<file path="src/rtl/trigger_handling_v3_pkg.sv">
// trigger_defs_v3: shared defaults for the ATRI L4 -> T1 trigger combiner.
//   DEF_DELAY_BITS   : per-channel delay width (max delay 2^N-1 clocks)
//   DEF_PRETRG_BITS  : per-channel pretrigger width
//   DEF_OFFSET_BITS  : width of the reported readout block offset
//   DEF_HOLDOFF_BITS : width of the post-T1 holdoff count
//   INTERNAL_DELAY   : readout blocks spent inside the trigger path itself
//   DEF_BASE_OFFSET  : constant added to the block offset (includes INTERNAL_DELAY)
package trigger_defs_v3;
  localparam int DEF_DELAY_BITS   = 5;
  localparam int DEF_PRETRG_BITS  = 6;
  localparam int DEF_OFFSET_BITS  = 9;
  localparam int DEF_HOLDOFF_BITS = 8;
  localparam int INTERNAL_DELAY   = 2;
  localparam int DEF_BASE_OFFSET  = INTERNAL_DELAY + 2;
endpackage

</file>
<file path="src/rtl/par_compare_tree.sv">
// par_compare_tree: registered unsigned maximum of N packed fields, 2-cycle latency.
//   clk_i, rst_n_i : clock, asynchronous active-low reset
//   data_i         : N fields of W bits, field i at [i*W +: W]
//   max_o          : maximum field, valid two clocks after data_i settles
module par_compare_tree #(
  parameter int N = 4,
  parameter int W = 6
) (
  input  logic         clk_i,
  input  logic         rst_n_i,
  input  logic [N*W-1:0] data_i,
  output logic [W-1:0] max_o
);
  localparam int GROUPS = (N + 3) / 4;

  // Zero padding to whole groups of four cannot change an unsigned maximum.
  logic [GROUPS*4*W-1:0] w_pad;
  logic [W-1:0]          w_grp [GROUPS];
  logic [W-1:0]          r_grp [GROUPS];
  logic [W-1:0]          w_max;
  logic [W-1:0]          r_max;

  always_comb begin
    w_pad = '0;
    w_pad[N*W-1:0] = data_i;
  end

  // Stage 1: maximum within each group of four.
  for (genvar gi = 0; gi < GROUPS; gi++) begin : g_grp
    logic [W-1:0] w_m;
    always_comb begin
      w_m = '0;
      for (int k = 0; k < 4; k++)
        if (w_pad[(gi*4+k)*W +: W] > w_m) w_m = w_pad[(gi*4+k)*W +: W];
    end
    assign w_grp[gi] = w_m;
  end

  // Stage 2: maximum over the group results.
  always_comb begin
    w_max = '0;
    for (int g = 0; g < GROUPS; g++)
      if (r_grp[g] > w_max) w_max = r_grp[g];
  end

  always_ff @(posedge clk_i or negedge rst_n_i) begin
    if (!rst_n_i) begin
      r_grp <= '{default: '0};
      r_max <= '0;
    end else begin
      r_grp <= w_grp;
      r_max <= w_max;
    end
  end

  assign max_o = r_max;
endmodule

</file>
<file path="src/rtl/var_delay_line.sv">
// var_delay_line: reset-clearable delay line with a per-clock programmable tap.
//   clk_i, rst_n_i : clock, asynchronous active-low reset (clears every tap)
//   delay_i        : delay in clocks, 0 = combinational pass-through
//   data_i/data_o  : WIDTH-bit sample in / delayed sample out
module var_delay_line #(
  parameter int WIDTH     = 2,
  parameter int ADDR_BITS = 5
) (
  input  logic                 clk_i,
  input  logic                 rst_n_i,
  input  logic [ADDR_BITS-1:0] delay_i,
  input  logic [WIDTH-1:0]     data_i,
  output logic [WIDTH-1:0]     data_o
);
  localparam int DEPTH = 2 ** ADDR_BITS;

  // r_taps[k] holds data_i delayed by k+1 clocks.
  logic [WIDTH-1:0] r_taps [DEPTH];

  always_ff @(posedge clk_i or negedge rst_n_i) begin
    if (!rst_n_i) begin
      r_taps <= '{default: '0};
    end else begin
      r_taps[0] <= data_i;
      for (int k = 1; k < DEPTH; k++) r_taps[k] <= r_taps[k-1];
    end
  end

  assign data_o = (delay_i == '0) ? data_i : r_taps[delay_i - 1'b1];
endmodule

</file>
<file path="src/rtl/trigger_handling_v3.sv">
// trigger_handling_v3: delays each enabled L4 trigger, aligns all channels to the
// largest pretrigger, ORs them into T1 and reports the readout block offset.
//   clk_i, rst_n_i         : clock, asynchronous active-low reset
//   pretrigger_vector_i    : per-channel pretrigger counts
//   delay_vector_i         : per-channel delays
//   l4_enable_i            : per-channel enable (gates l4_i and l4_new_i)
//   l4_i, l4_new_i         : L4 trigger pulses and new-event flags
//   T1_mask_i, holdoff_i   : global T1 mask, post-T1 suppression length
//   disable_i, disable_ce_i: IRS disable sample and its per-block enable
//   T1_o, T1_scaler_o      : masked / unmasked trigger
//   T1_offset_o            : readout offset in blocks
//   l4_matched_o, l4_new_o : channel pattern / masked new flags aligned to T1_o
//   holdoff_active_o       : holdoff counter nonzero
module trigger_handling_v3
  import trigger_defs_v3::*;
#(
  parameter int NUM_L4       = 4,
  parameter int DELAY_BITS   = DEF_DELAY_BITS,
  parameter int PRETRG_BITS  = DEF_PRETRG_BITS,
  parameter int DIS_DEPTH    = 128,
  parameter int BASE_OFFSET  = DEF_BASE_OFFSET,
  parameter int OFFSET_BITS  = DEF_OFFSET_BITS,
  parameter int HOLDOFF_BITS = DEF_HOLDOFF_BITS
) (
  input  logic                          clk_i,
  input  logic                          rst_n_i,
  input  logic [NUM_L4*PRETRG_BITS-1:0] pretrigger_vector_i,
  input  logic [NUM_L4*DELAY_BITS-1:0]  delay_vector_i,
  input  logic [NUM_L4-1:0]             l4_enable_i,
  input  logic [NUM_L4-1:0]             l4_i,
  input  logic [NUM_L4-1:0]             l4_new_i,
  input  logic                          T1_mask_i,
  input  logic [HOLDOFF_BITS-1:0]       holdoff_i,
  input  logic                          disable_i,
  input  logic                          disable_ce_i,
  output logic                          T1_o,
  output logic                          T1_scaler_o,
  output logic [OFFSET_BITS-1:0]        T1_offset_o,
  output logic [NUM_L4-1:0]             l4_matched_o,
  output logic [NUM_L4-1:0]             l4_new_o,
  output logic                          holdoff_active_o
);
  logic [NUM_L4-1:0]       w_l4_g, w_new_g;
  logic [NUM_L4-1:0]       w_al_l4, w_al_new;
  logic [PRETRG_BITS-1:0]  w_max_pt;
  logic                    w_dis_mask, w_hold_eff, w_allow, w_t1_next;

  logic                    r_scaler, r_t1;
  logic [NUM_L4-1:0]       r_match_l4, r_match_new, r_matched_out, r_new_out;
  logic [OFFSET_BITS-1:0]  r_offset;
  logic [DIS_DEPTH-1:0]    r_dis_hist;
  logic                    r_disable_hold;
  logic [HOLDOFF_BITS-1:0] r_holdoff_cnt;

  assign w_l4_g  = l4_i & l4_enable_i;
  assign w_new_g = l4_new_i & l4_enable_i;

  par_compare_tree #(.N(NUM_L4), .W(PRETRG_BITS)) u_max (
    .clk_i   (clk_i),
    .rst_n_i (rst_n_i),
    .data_i  (pretrigger_vector_i),
    .max_o   (w_max_pt)
  );

  for (genvar gi = 0; gi < NUM_L4; gi++) begin : g_ch
    logic [PRETRG_BITS-1:0] w_pt;
    logic [PRETRG_BITS-1:0] r_off;
    logic [1:0]             w_s1, w_s2;

    assign w_pt = pretrigger_vector_i[gi*PRETRG_BITS +: PRETRG_BITS];

    // max_pt lags a pretrigger change by two clocks; clamp so the offset never wraps.
    always_ff @(posedge clk_i or negedge rst_n_i) begin
      if (!rst_n_i)               r_off <= '0;
      else if (w_max_pt >= w_pt)  r_off <= w_max_pt - w_pt;
      else                        r_off <= '0;
    end

    // Bit 0 carries the trigger, bit 1 the new-event flag, so both stay aligned.
    var_delay_line #(.WIDTH(2), .ADDR_BITS(DELAY_BITS)) u_dly (
      .clk_i   (clk_i),
      .rst_n_i (rst_n_i),
      .delay_i (delay_vector_i[gi*DELAY_BITS +: DELAY_BITS]),
      .data_i  ({w_new_g[gi], w_l4_g[gi]}),
      .data_o  (w_s1)
    );

    var_delay_line #(.WIDTH(2), .ADDR_BITS(PRETRG_BITS)) u_aln (
      .clk_i   (clk_i),
      .rst_n_i (rst_n_i),
      .delay_i (r_off),
      .data_i  (w_s1),
      .data_o  (w_s2)
    );

    assign w_al_l4[gi]  = w_s2[0];
    assign w_al_new[gi] = w_s2[1];
  end

  // Disable sample for the block the readout will start at.
  assign w_dis_mask = |(r_dis_hist & (DIS_DEPTH'(1) << r_offset));

  // A matched new-event flag releases the hold in the same cycle, so the
  // trigger carrying that flag is the first one let through.
  assign w_hold_eff = r_disable_hold & ~(|r_match_new);
  assign w_allow    = ~T1_mask_i & ~w_dis_mask & ~w_hold_eff & (r_holdoff_cnt == '0);
  assign w_t1_next  = r_scaler & w_allow;

  always_ff @(posedge clk_i or negedge rst_n_i) begin
    if (!rst_n_i) begin
      r_scaler       <= 1'b0;
      r_match_l4     <= '0;
      r_match_new    <= '0;
      r_t1           <= 1'b0;
      r_matched_out  <= '0;
      r_new_out      <= '0;
      r_offset       <= '0;
      r_dis_hist     <= '0;
      r_disable_hold <= 1'b0;
      r_holdoff_cnt  <= '0;
    end else begin
      r_scaler      <= |w_al_l4;
      r_match_l4    <= w_al_l4;
      r_match_new   <= w_al_new;
      r_t1          <= w_t1_next;
      r_matched_out <= r_match_l4;
      r_new_out     <= r_match_new & {NUM_L4{w_allow}};
      r_offset      <= OFFSET_BITS'(w_max_pt) + OFFSET_BITS'(BASE_OFFSET);

      if (disable_ce_i) r_dis_hist <= {r_dis_hist[DIS_DEPTH-2:0], disable_i};

      if (w_dis_mask)         r_disable_hold <= 1'b1;
      else if (|r_match_new)  r_disable_hold <= 1'b0;

      if (w_t1_next)                 r_holdoff_cnt <= holdoff_i;
      else if (r_holdoff_cnt != '0)  r_holdoff_cnt <= r_holdoff_cnt - 1'b1;
    end
  end

  assign T1_o             = r_t1;
  assign T1_scaler_o      = r_scaler;
  assign T1_offset_o      = r_offset;
  assign l4_matched_o     = r_matched_out;
  assign l4_new_o         = r_new_out;
  assign holdoff_active_o = (r_holdoff_cnt != '0);
endmodule

</file>
<file path="config.mk">
export PLATFORM = sky130hd
export DESIGN_NAME = trigger_handling_v3
export DESIGN_NICKNAME = d
export VERILOG_FILES = /design/src/rtl/trigger_handling_v3_pkg.sv /design/src/rtl/par_compare_tree.sv /design/src/rtl/var_delay_line.sv /design/src/rtl/trigger_handling_v3.sv
export SDC_FILE = /design/constraint.sdc
export NUM_CORES = 1
export LEC_CHECK = 0
export CORE_MARGIN = 3
export CORE_UTILIZATION = 30
export DETAILED_ROUTE_END_ITERATION = 10
export HOLD_SLACK_MARGIN = 0.02
export SLEW_MARGIN = 20
export SYNTH_ARGS = -nofsm -noshare
export SYNTH_HDL_FRONTEND = slang
export SYNTH_SLANG_ARGS = --single-unit
</file>
<file path="constraint.sdc">
create_clock -name clk_i -period 3.5 [get_ports clk_i]
set_input_delay 1.05 -clock clk_i [delete_from_list [all_inputs] [get_ports clk_i]]
set_output_delay 1.05 -clock clk_i [all_outputs]
set_load 0.05 [all_outputs]
</file>
==> results of run 1 <==
-- cell families after synthesis --
family / count (synthesis)
other cells: 1
mux: 448
buf+inv: 158
compound gates: 133
simple gates: 262
xor+xnor: 51
flops: 966
fa+ha+maj: 60
-- cell usage after synthesis, drive strengths merged (4+ instances only) --
cell	instances	area, um2
nand4	17	106.4
a21oi	21	105.1
a211oi	4	30.03
and3	10	62.56
fa	4	80.08
o21a	7	52.55
nor3b	17	127.6
ha	56	700.7
a32o	5	50.05
nor3	24	120.1
inv	65	244.0
mux2i	59	590.6
or3	6	42.54
or3b	4	35.03
nand3b	18	135.1
nor2	42	157.7
nand2	48	180.2
nand3	21	105.1
a22o	9	78.83
mux4	237	5364
a22oi	7	52.55
nor2b	14	87.58
o32ai	5	43.79
xor2	23	231.5
and3b	6	52.55
nor4	4	40.04
mux2	152	1712
xnor2	28	252.8
and2	15	93.84
a31oi	7	43.79
a21o	21	157.7
o21ai	14	70.06
clkbuf	51	191.4
o22ai	6	37.54
dfrtp	966	24170
buf	41	242.7
nand2b	5	31.28
-- power breakdown --
group	switching [mW]	total, mW	internal [mW]
sequential	0.920	13.3	12.4
clock	4.26	10.1	5.85
combinational	4.77	9.43	4.66
-- through the flow --
step,std cells,power [mW],hold WS (ns),utilization
final,4020,32.88,0.3445,0.3666
after global routing,4013,34.65,0.3496,0.3665
after CTS,4012,33.30,0.3401,0.3658
after detailed placement,3826,22.74,0.3365,0.3375
after global placement,3826,22.57,0.3414,0.3375
after floorplan,2080,19.39,0.3312,-
-- state kept, by name, summed over array words and instances, names as in the netlist --
| name | cells |
|---|---|
| r_disable_hold | 1 |
| u_max.r_grp | 6 |
| r_holdoff_cnt | 8 |
| r_match_l4 | 4 |
| T1_offset_o | 7 |
| g_ch.u_dly.r_taps | 256 |
| u_max.max_o | 6 |
| T1_o | 1 |
| g_ch.u_aln.r_taps | 512 |
| l4_new_o | 4 |
| T1_scaler_o | 1 |
| l4_matched_o | 4 |
| r_match_new | 4 |
| g_ch.r_off | 24 |
| r_dis_hist | 128 |
-- timing repair --
action	CTS	global route
hold buffers	0	0
resized for setup	76	44
endpoints found under the setup margin	11	19
setup buffers	8	2
pin swaps	30	28
-- worst max path at each step --
stage                                          end  slack, ns  cells after the start
after floorplan           u_max.r_grp[0]$_DFF_PN0_      -2.00                     26
after global placement    u_max.r_grp[2]$_DFF_PN0_      -2.90                     28
after detailed placement  u_max.r_grp[3]$_DFF_PN0_      -2.93                     28
after CTS                 u_max.r_grp[0]$_DFF_PN0_      -1.76                     29
after global routing      u_max.r_grp[0]$_DFF_PN0_      -1.72                     28
final                     u_max.r_grp[0]$_DFF_PN0_      -1.48                     28
-- cell type report --
| type | count | share of cell area |
|---|---|---|
| Timing Repair Buffer | 248 | 0.05143 |
| Tap cell | 1600 | 0.04587 |
| Clock inverter | 36 | 0.008171 |
| Sequential cell | 966 | 0.5541 |
| Antenna cell | 7 | 0.0004014 |
| Inverter | 65 | 0.005992 |
| Clock buffer | 142 | 0.06388 |
| Multi-Input combinational cell | 956 | 0.2702 |
-- routing by layer --
layer | vias up | GRT usage | wire [um]
met4 | 10 | 0.03977 | 1804
met2 | 354 | 0.1833 | 33840
li1 | 8172 | - | -
met3 | 129 | 0.03575 | 5152
met1 | 10050 | 0.1690 | 34010
met5 | - | 0 | 62
-- critical path, cell delays in order --
cell and delay, ns:
buf_12 0.09, inv_12 0.03, ha_4 0.25, nor2b_4 0.12, o21a_1 0.12, o21a_1 0.12
o21ai_2 0.07, a21oi_4 0.22, mux2i_4 0.32, ha_4 0.24, nor2b_4 0.12, o21a_1 0.16
o21a_1 0.16, o21a_1 0.16, o21a_1 0.19, o22ai_4 0.19, mux2i_2 0.28, inv_2 0.07
ha_4 0.22, nor2b_4 0.12, o21a_1 0.16, o21ai_1 0.13, nand2b_1 0.09, a21oi_2 0.14
nor2b_1 0.06, o22ai_2 0.14, buf_6 0.16, mux2_4 0.31
-- layout by cell type, fill, tap and decap left out, types with 9 or more instances in the layout --
cell,n
ha_4,12
a21o_1,21
ha_1,42
o21ai_0,9
nor3b_1,16
xnor2_1,25
clkdlybuf4s50_1,56
xor2_1,15
dfrtp_1,961
clkbuf_1,27
nand2_1,48
clkinv_2,22
clkbuf_2,11
mux2_2,137
clkbuf_8,17
mux4_2,237
buf_12,18
and3_1,10
dlygate4sd2_1,10
and2_1,14
inv_1,50
a21oi_1,19
clkbuf_16,98
nor2b_1,11
a22o_1,9
buf_4,145
nand3b_1,18
nand4_1,17
mux2_1,9
mux2i_1,53
nand3_1,21
inv_2,12
nor2_1,41
nor3_1,23
==> impl_summary.log, run 1 <==
[metrics] run status: finished with violations
[metrics] violations in the final reports: setup timing
[metrics] Tot GR Track Use: 0.1216
[metrics] Root Buffer: clkbuf_16
[metrics] final weighted congestion of routability-driven global placement: 0.8904
[metrics] Worst Path Arrival: ~5.5 ns
[metrics] max-slew violation total from the final report: 0
[metrics] fin nets: between 2,000 and 2,500
[metrics] type of the worst setup path: input port to flop
[metrics] Detailed Route Iter0 Violations: 1,227
[metrics] critical-path maximum fanout: 6
[metrics] number of hold-slack violations in the final timing report: 0
[metrics] number of placed I/O pins: 89
[metrics] average detailed-routed wire length per instance: roughly 19 um
[metrics] proportion of register bits with asynchronous set or reset after synthesis: 1.000
[metrics] num rows: 126
[metrics] FF-to-FF setup slack: 0.10 ns
[metrics] static leakage: about 20 nW
[metrics] area added between synthesis and finish: 20.43%
[metrics] height of the chip: approximately 350 um
[metrics] Min-Delay Endpoint: g_ch[3].u_dly.r_taps[35]$_DFF_PN0_
[metrics] PwrDens: approximately 750 mW/mm2
[metrics] sequential cell area fraction in the yosys report: 0.6671
[metrics] Worst Setup Slack, final: -1.478 ns
[metrics] detailed-placement wirelength estimate: 51,210 um
[metrics] XOR/XNOR Fraction of Synth Area: 0.01336
[metrics] share of the clock period used by the worst path: 1.422
[metrics] IR drop worst, VDD: between 0.4 and 0.5 mV
[metrics] first-pass GRT wire length: roughly 120,000 um
[metrics] H-tree Lvls: 3
[metrics] Design Area, Final: approximately 0.044 mm2
[metrics] Reg2Reg Capture Point: T1_scaler_o$_DFF_PN0_
[metrics] Reg2Reg Launch Point: g_ch[3].r_off[1]$_DFF_PN0_
[metrics] effective utilization at floorplan: 0.3044
[metrics] TritonCTS Buffers: 96
[metrics] arithmetic-cell share of the synthesized area counting full adders, half adders and majority gates: 0.02155
[metrics] aggregate global routing overflow: 0
[metrics] number of nets still failing antenna checks after routing: 0
[metrics] post-synthesis sequential element count: 966
[metrics] CTS max path bufs: 3
[metrics] TritonCTS clock tree: built
[metrics] synth unique cells: 76
[metrics] Fin Setup TNS: -8.827 ns
[metrics] number of port buffers: 86
[metrics] launching element of the worst setup path: pretrigger_vector_i[1]
[metrics] worst slack at placement: -2.932 ns
[metrics] data required time of the critical path: 4.02 ns
[metrics] routed wire length: approximately 75,000 um
[metrics] post-synthesis area per instance: 17.43 um2
[metrics] multi-input gate area in the final layout: around 0.012 mm2
[metrics] compound-cell area share of the yosys netlist: 0.02659
[metrics] number of instances in the synthesized netlist: ~2,100
[metrics] DRT Pass-1 Iters: 5
[metrics] Reg clk slew, reported paths: about 0.060 ns
[metrics] vias per cell: between 4 and 5
[metrics] minimum clock period after layout: around 5 ns
[metrics] placeable core area: roughly 0.12 mm2
[metrics] relative max-transition margin: 0.4134
[metrics] worst hold path stage count: 0
[metrics] slew at the pin with the worst max-slew slack: just under 0.9 ns
[metrics] placed cell areas: ~0.04 mm2
[metrics] number of setup violations in the final report: 6
[metrics] unrepaired setup endpoints after global routing: yes
[metrics] mux share of post-synthesis cell area: 0.2116
[metrics] Vias: 18,710
[metrics] upper clock frequency limit: about 200 MHz
[metrics] Fill cells: ~11,000
[metrics] later-pin clock latency in the skew report: 0.66 ns
[metrics] vias in the first global route: 21,100
[metrics] pin count of the biggest net entering global routing: 136
[metrics] die width: 353.6 um
[metrics] fraction of the mapped netlist area in simple logic gates: 0.04081
[metrics] antenna violations before repair: 13
[metrics] number of sinks handled by clock tree synthesis: 966
[metrics] number of max-capacitance violations reported: 0
[metrics] kind of start point of the critical path: input port
[metrics] number of enable flip-flop cells after synthesis: 0
[metrics] Worst Setup End Kind: flop
[metrics] yosys warns: 0
[metrics] count of cells along the worst register-to-register path: 8
[metrics] worst min-delay path class: flop to flop
[metrics] ratio of cells with drive above 1 in the final layout: 0.3262
[metrics] startpoint of the tightest hold check path: g_ch[3].u_dly.r_taps[37]$_DFF_PN0_
[metrics] number of design rule violations left after detail routing: 0
[metrics] mapped cell area: approximately 0.036 mm2
[metrics] post-route clock skew: about 0.027 ns
[metrics] ys flop type: dfrtp_1
[metrics] Seq. cell area: ~0.024 mm2
[metrics] main combinational cell family by area after synthesis: multiplexers
[metrics] overall die area: ~0.12 mm2
Note: power is estimated with default switching activity, not from simulation.
==> run 2, diff against run 1 <==
ABC_CLOCK_PERIOD_IN_PS = 3500   (was not set)
CORE_UTILIZATION = 50   (was 30)
GPL_ROUTABILITY_DRIVEN = 0   (was not set)
PLACE_DENSITY = 0.69   (was not set)
==> impl_summary.log, run 2 (same netlist as run 1, synthesis figures left out) <==
[metrics] run status: finished with violations (unchanged)
[metrics] violations in the final reports: setup timing (unchanged)
[metrics] aggregate global routing overflow: 0 (unchanged)
[metrics] Critical Path Slowest Stage Cell: mux2_4 (was mux2i_4)
[metrics] TritonCTS Buffers: 97 (was 96)
[metrics] number of nets still failing antenna checks after routing: 0 (unchanged)
[metrics] number of placed I/O pins: 89 (unchanged)
[metrics] number of design rule violations left after detail routing: 0 (unchanged)
[metrics] number of max-capacitance violations reported: 0 (unchanged)
[metrics] worst slack at placement: -2.815 ns (was -2.932 ns)
[metrics] number of port buffers: 86 (unchanged)
[metrics] Placed Cells: 3,204 (was 3,826)
[metrics] Root Buffer: clkbuf_16 (unchanged)
[metrics] hold_buf cts: 0 (unchanged)
[metrics] GRT met1 Usage: 0.2902 (was 0.1690)
[metrics] category of cells accounting for the largest share of critical-path delay: compound AO/OA/AOI/OAI gates (unchanged)
[metrics] num rows: 98 (was 126)
[metrics] Worst Setup Slack, final: -1.457 ns (was -1.478 ns)
[metrics] CTS max path bufs: 3 (unchanged)
[metrics] fin nets: 2,495 (was 2,462)
[metrics] die width: 275.2 um (was 353.6 um)
[metrics] Clock power frac: 0.319 (was 0.307)
[metrics] internal power component: 23.46 mW (was 22.94 mW)
[metrics] M2 GR Usage: 0.3004 (was 0.1833)
[metrics] static leakage: 20.16 nW (was 19.92 nW)
[metrics] placeable core area: 0.07161 mm2 (was 0.1190 mm2)
[metrics] upper clock frequency limit: 201.7 MHz (was 200.9 MHz)
[metrics] type of the worst setup path: input port to flop (unchanged)
[metrics] number of setup violations in the final report: 6 (unchanged)
[metrics] placed cell areas: 0.03955 mm2 (was 0.04017 mm2)
[metrics] most crowded layer after global routing: met2 (unchanged)
[metrics] Vias: 18,910 (was 18,710)
[metrics] kind of start point of the critical path: input port (unchanged)
[metrics] overall die area: 0.07574 mm2 (was 0.1250 mm2)
[metrics] Detailed Route Iter0 Violations: 1,450 (was 1,227)
[metrics] height of the chip: 275.2 um (was 353.6 um)
[metrics] most prevalent standard cell on the critical path: o21a_1 (unchanged)
[metrics] routed wire length: 71,130 um (was 74,870 um)
[metrics] Design Area, Final: 0.04314 mm2 (was 0.04364 mm2)
[metrics] average detailed-routed wire length per instance: 20.96 um (was 18.62 um)
[metrics] first-pass GRT wire length: 118,000 um (was 122,000 um)
[metrics] minimum clock period after layout: 4.957 ns (was 4.978 ns)
[metrics] number of sinks handled by clock tree synthesis: 966 (unchanged)
[metrics] H-tree Lvls: 3 (unchanged)
[metrics] PwrDens: 773.5 mW/mm2 (was 753.5 mW/mm2)
[metrics] Fill cells: 5,196 (was 11,000)
[metrics] later-pin clock latency in the skew report: 0.65 ns (was 0.66 ns)
[metrics] number of buffer and inverter instances along the worst setup path: 5 (was 4)
[metrics] combinational group share of total power: 0.280 (was 0.287)
[metrics] met3 demand-to-capacity share in global routing: 0.04390 (was 0.03575)
[metrics] Design Power: 33.37 mW (was 32.88 mW)
[metrics] post-route clock skew: 0.02227 ns (was 0.02723 ns)
[metrics] critical-path maximum fanout: 5 (was 6)
[metrics] top library cells by usage in the layout, fill and taps aside: dfrtp_1 (961), mux4_2 (237), buf_4 (181) (was dfrtp_1 (961), mux4_2 (237), buf_4 (145))
[metrics] max reg flops: 512 (unchanged)
[metrics] largest registers: g_ch.u_aln.r_taps x512, g_ch.u_dly.r_taps x256, r_dis_hist x128 (unchanged)
[metrics] leading cell type in the layout, fill and taps excluded: dfrtp_1 (unchanged)
[metrics] sw power: 9.910 mW (was 9.946 mW)
[metrics] TritonCTS clock tree: built (unchanged)
[metrics] highest cell delay on the worst timing path: 0.30 ns (was 0.32 ns)
[metrics] pin count of the biggest net entering global routing: 130 (was 136)
[metrics] switching power share of the total: 0.2970 (was 0.3025)
[metrics] DRT Pass-1 Iters: 7 (was 5)
[metrics] detailed-placement wirelength estimate: 47,060 um (was 51,210 um)
[metrics] Worst Path Arrival: 5.48 ns (was 5.50 ns)
[metrics] Tot GR Track Use: 0.1972 (was 0.1216)
[metrics] worst min-delay path class: flop to flop (unchanged)
[metrics] share of the clock period used by the worst path: 1.416 (was 1.422)
[metrics] area added between synthesis and finish: 19.06% (was 20.43%)
[metrics] relative max-transition margin: 0.4152 (was 0.4134)
[metrics] data required time of the critical path: 4.03 ns (was 4.02 ns)
[metrics] IR drop worst, VDD: 0.4609 mV (was 0.4148 mV)
[metrics] unrepaired setup endpoints after global routing: yes (unchanged)
[metrics] vias in the first global route: 21,110 (was 21,100)
[metrics] Flop pwr share: 0.402 (was 0.406)
[metrics] number of non-filler instances in the completed layout: 3,393 (was 4,020)
[metrics] number of hold-slack violations in the final timing report: 0 (unchanged)
[metrics] effective utilization at floorplan: 0.5060 (was 0.3044)
[metrics] max-slew violation total from the final report: 0 (unchanged)
[metrics] top register by number of flip-flops: g_ch.u_aln.r_taps (unchanged)
[metrics] slew at the pin with the worst max-slew slack: 0.8710 ns (was 0.8781 ns)
[metrics] Worst Setup End Kind: flop (unchanged)
[metrics] antenna violations before repair: 6 (was 13)
[metrics] ratio of cells with drive above 1 in the final layout: 0.3340 (was 0.3262)
[metrics] Reg clk slew, reported paths: 0.06 ns (about the same)
[metrics] vias per cell: 5.574 (was 4.655)
==> run 2: cell types whose count changed in the layout (fill, tap and decap cells not counted), moves of 3 or more <==
cell	previous run	this run
bufinv_16	4	11
clkinvlp_4	2	5
diode_2	7	3
clkbuf_1	27	17
buf_4	145	181
dlygate4sd2_1	10	7
inv_8	3	0
clkinv_2	22	17
dlymetal6s2s_1	0	4
==> run 2: metrics by stage <==
| step | hold WS [ns] | util | setup TNS (ns) |
|---|---|---|---|
| 2_1_floorplan | 0.3312 | - | -12.36 |
| 3_3_place_gp | 0.3369 | 0.5522 | -21.06 |
| 3_5_place_dp | 0.3363 | 0.5522 | -22.11 |
| 4_1_cts | 0.3496 | 0.6012 | -9.945 |
| 5_1_grt | 0.3546 | 0.6024 | -9.866 |
| 6_report | 0.3478 | 0.6025 | -8.682 |
==> run 2: final timing paths <==
path	start	to	slack (ns)	cells after the start
min in group asynchronous	rst_n_i	g_ch[1].u_aln.r_taps[19]$_DFF_PN0_	0.41	1
min reg2reg	r_match_l4[2]$_DFF_PN0_	l4_matched_o[2]$_DFF_PN0_	0.35	0
max in group asynchronous	rst_n_i	r_dis_hist[121]$_DFFE_PN0P_	2.04	2
min	r_match_l4[2]$_DFF_PN0_	l4_matched_o[2]$_DFF_PN0_	0.35	0
max reg2reg	g_ch[3].r_off[1]$_DFF_PN0_	T1_scaler_o$_DFF_PN0_	0.14	8
max	pretrigger_vector_i[1]	u_max.r_grp[1]$_DFF_PN0_	-1.46	29
==> run 2: power by group through the flow <==
stage	Clock, mW	Combinational (mW)	Sequential, mW
5_1_grt	11.4	10.1	13.5
3_5_place_dp	0	9.17	13.5
2_1_floorplan	0	6.10	13.3
3_3_place_gp	0	9.00	13.5
4_1_cts	10.9	9.40	13.4
6_report	10.6	9.34	13.4
==> run 2: timing repair <==
action,4_1_cts,5_1_grt
pin swaps,29,29
resized for setup,68,38
buffers inserted,5,9
setup endpoints to repair,8,20
gates cloned,0,0
==> run 2: final cells by class <==
cell class	instances	area, um2	share of cell area
Antenna cell	3	7.507	0.0001740
Clock buffer	131	2725	0.06317
Clock inverter	42	594.3	0.01378
Inverter	65	261.5	0.006061
Multi-Input combinational cell	956	11710	0.2714
Sequential cell	966	24180	0.5605
Tap cell	950	1189	0.02755
Timing Repair Buffer	280	2477	0.05742
==> run 2: routing by layer <==
layer,routed length [um],vias to the layer above,part of all wire
li1,-,8235,-
met1,32280,10110,0.45
met2,33160,408,0.47
met3,3903,149,0.055
met4,1745,6,0.025
met5,35,-,0.00049
==> run 3, diff against run 2 <==
CAP_MARGIN = 10   (was not set)
DONT_BUFFER_PORTS = 1   (was not set)
PLACE_DENSITY = 0.68   (was 0.69)
==> impl_summary.log, run 3 (same netlist as run 1, synthesis figures left out) <==
[metrics] TritonCTS Buffers: 96 (was 97)
[metrics] most prevalent standard cell on the critical path: o21a_1 (unchanged)
[metrics] upper clock frequency limit: 207.6 MHz (was 201.7 MHz)
[metrics] Tot GR Track Use: 0.1884 (was 0.1972)
[metrics] max-slew violation total from the final report: 135 (was 0)
[metrics] number of sinks handled by clock tree synthesis: 966 (unchanged)
[metrics] launching element of the worst setup path: pretrigger_vector_i[1] (unchanged)
[metrics] number of placed I/O pins: 89 (unchanged)
[metrics] post-route clock skew: 0.02932 ns (was 0.02227 ns)
[metrics] later-pin clock latency in the skew report: 0.66 ns (was 0.65 ns)
[metrics] effective utilization at floorplan: 0.5060 (unchanged)
[metrics] number of buffer and inverter instances along the worst setup path: 3 (was 5)
[metrics] first-pass GRT wire length: 112,900 um (was 118,000 um)
[metrics] Worst Setup Slack, final: -1.316 ns (was -1.457 ns)
[metrics] number of setup violations in the final report: 6 (unchanged)
[metrics] max reg flops: 512 (unchanged)
[metrics] share of the clock period used by the worst path: 1.376 (was 1.416)
[metrics] data required time of the critical path: 4.03 ns (about the same)
[metrics] kind of start point of the critical path: input port (unchanged)
[metrics] num rows: 98 (unchanged)
[metrics] hold_buf cts: 0 (unchanged)
[metrics] sw power: 9.728 mW (was 9.910 mW)
[metrics] area added between synthesis and finish: 14.46% (was 19.06%)
[metrics] Fill cells: 5,358 (was 5,196)
[metrics] Critical Path Slowest Stage Cell: mux2_4 (unchanged)
[metrics] run status: finished with violations (unchanged)
[metrics] number of hold-slack violations in the final timing report: 0 (unchanged)
[metrics] critical-path maximum fanout: 4 (was 5)
[metrics] Reg clk slew, reported paths: 0.06 ns (about the same)
[metrics] number of design rule violations left after detail routing: 0 (unchanged)
[metrics] violations in the final reports: slew limit, setup timing (was setup timing)
[metrics] Flop pwr share: 0.416 (was 0.402)
[metrics] number of nets still failing antenna checks after routing: 0 (unchanged)
[metrics] category of cells accounting for the largest share of critical-path delay: compound AO/OA/AOI/OAI gates (unchanged)
[metrics] antenna cell count: 0 (was 3)
[metrics] antenna violations before repair: 1 (was 6)
[metrics] average detailed-routed wire length per instance: 21.24 um (was 20.96 um)
[metrics] largest registers: g_ch.u_aln.r_taps x512, g_ch.u_dly.r_taps x256, r_dis_hist x128 (unchanged)
[metrics] placed cell areas: 0.03797 mm2 (was 0.03955 mm2)
[metrics] fin nets: 2,328 (was 2,495)
[metrics] Worst Path Arrival: 5.35 ns (was 5.48 ns)
[metrics] H-tree Lvls: 3 (unchanged)
[metrics] placeable core area: 0.07161 mm2 (unchanged)
[metrics] PwrDens: 783.3 mW/mm2 (was 773.5 mW/mm2)
[metrics] highest cell delay on the worst timing path: 0.30 ns (about the same)
[metrics] minimum clock period after layout: 4.816 ns (was 4.957 ns)
[metrics] DRT Pass-1 Iters: 5 (was 7)
[metrics] switching power share of the total: 0.2994 (was 0.2970)
[metrics] ratio of cells with drive above 1 in the final layout: 0.3076 (was 0.3340)
[metrics] slew at the pin with the worst max-slew slack: 1.564 ns (was 0.8710 ns)
[metrics] Vias: 18,180 (was 18,910)
[metrics] Root Buffer: clkbuf_16 (unchanged)
[metrics] vias per cell: 5.635 (was 5.574)
[metrics] routed wire length: 68,530 um (was 71,130 um)
[metrics] leading cell type in the layout, fill and taps excluded: dfrtp_1 (unchanged)
[metrics] vias in the first global route: 20,180 (was 21,110)
[metrics] top library cells by usage in the layout, fill and taps aside: dfrtp_1 (958), mux4_2 (237), mux2_2 (137) (was dfrtp_1 (961), mux4_2 (237), buf_4 (181))
[metrics] overall die area: 0.07574 mm2 (unchanged)
[metrics] aggregate global routing overflow: 0 (unchanged)
[metrics] pin count of the biggest net entering global routing: 967 (was 130)
[metrics] relative max-transition margin: -0.04258 (was 0.4152)
[metrics] internal power component: 22.76 mW (was 23.46 mW)
[metrics] detailed-placement wirelength estimate: 44,090 um (was 47,060 um)
[metrics] combinational group share of total power: 0.267 (was 0.280)
[metrics] type of the worst setup path: input port to flop (unchanged)
[metrics] unrepaired setup endpoints after global routing: yes (unchanged)
[metrics] static leakage: 19.35 nW (was 20.16 nW)
[metrics] top register by number of flip-flops: g_ch.u_aln.r_taps (unchanged)
[metrics] Detailed Route Iter0 Violations: 1,356 (was 1,450)
[metrics] CTS max path bufs: 3 (unchanged)
[metrics] height of the chip: 275.2 um (unchanged)
[metrics] IR drop worst, VDD: 0.6636 mV (was 0.4609 mV)
[metrics] TritonCTS clock tree: built (unchanged)
[metrics] Design Power: 32.49 mW (was 33.37 mW)
[metrics] die width: 275.2 um (unchanged)
[metrics] multi-input gate area in the final layout: 0.01162 mm2 (was 0.01171 mm2)
[metrics] FF-to-FF setup slack: 0.15 ns (was 0.14 ns)
[metrics] worst min-delay path class: input port to asynchronous set/reset pin (was flop to flop)
[metrics] number of port buffers: 0 (was 86)
[metrics] number of max-capacitance violations reported: 0 (unchanged)
[metrics] Worst Setup End Kind: flop (unchanged)
[metrics] Seq. cell area: 0.02418 mm2 (about the same)
[metrics] Clock power frac: 0.316 (was 0.319)
[metrics] Design Area, Final: 0.04148 mm2 (was 0.04314 mm2)
[metrics] Reg2Reg Launch Point: T1_offset_o[3]$_DFF_PN0_ (was g_ch[3].r_off[1]$_DFF_PN0_)
## run 3: changes by cell type in the layout (fill, tap and decap cells not counted), sizes merged, moves of 3 or more
cell and delta:
clkinvlp -3, bufinv -5, clkinv +5, dlygate4sd2 -7, buf -88, clkdlybuf4s15 -3
dlymetal6s2s -4, diode -3, clkdlybuf4s50 -55
## run 3: repair_timing
action	CTS	global route
endpoints found under the setup margin	7	12
pin swaps	4	4
buffers inserted	2	1
gates resized for setup	10	13
## run 3: worst register-to-register path, stage by stage (launching register included)
cell	delay, ns
dfrtp_2	0.61
buf_4	0.30
nor3b_1	0.52
o2bb2ai_1	0.19
a221o_1	0.14
a32o_1	0.14
nor4_1	0.06
a31oi_1	0.66
nor4_4	0.04
buf_4	0.19
buf_4	0.15
a22o_1	0.23
## run 3: through the flow
stage                       util  hold WS (ns)  setup TNS [ns]  std cells  setup slack (ns)
after CTS                 0.5764        0.1165          -8.004       3220            -1.347
after floorplan                -        0.3312          -12.36       2080            -2.001
after global placement    0.5303        0.3379          -12.79       3043            -1.975
after global routing      0.5792       0.04974          -8.999       3226            -1.504
final                     0.5792       0.09508          -7.864       3226            -1.316
after detailed placement  0.5303        0.3364          -13.99       3043            -2.156
## run 3: final timing paths
| check | depth (start not counted) | endpoint |
|---|---|---|
| worst max register to register | 11 | r_holdoff_cnt[2]$_DFFE_PN0P_ |
| worst min register to register | 0 | g_ch[3].u_aln.r_taps[100]$_DFF_PN0_ |
| worst min-delay path | 0 | g_ch[1].u_aln.r_taps[50]$_DFF_PN0_ |
| max in group asynchronous | 3 | g_ch[3].u_aln.r_taps[87]$_DFF_PN0_ |
| min in group clk_i | 0 | g_ch[3].u_aln.r_taps[100]$_DFF_PN0_ |
| worst max-delay path | 27 | u_max.r_grp[4]$_DFF_PN0_ |
## run 3: power groups by stage
stage	Combinational (mW)	Sequential, mW	Clock, mW
floorplan	6.10	13.3	0
global placement	8.30	13.6	0
detailed placement	8.42	13.7	0
CTS	8.51	13.5	10.6
global route	9.42	13.7	11.1
finish	8.68	13.5	10.3
## run 3: cell type report
class	count	area share
Clock buffer	138	0.06727
Multi-Input combinational cell	956	0.2802
Tap cell	950	0.02866
Timing Repair Buffer	114	0.02383
Clock inverter	37	0.01071
Inverter	65	0.006304
Sequential cell	966	0.5830
## run 3: layer usage
layer / global-route usage / vias to the layer above / wire, um
li1: - / 7888 / -
met1: 0.2776 / 9759 / 31220
met2: 0.2873 / 399 / 31850
met3: 0.04320 / 133 / 3832
met4: 0.05114 / 0 / 1622
met5: 0 / - / 0
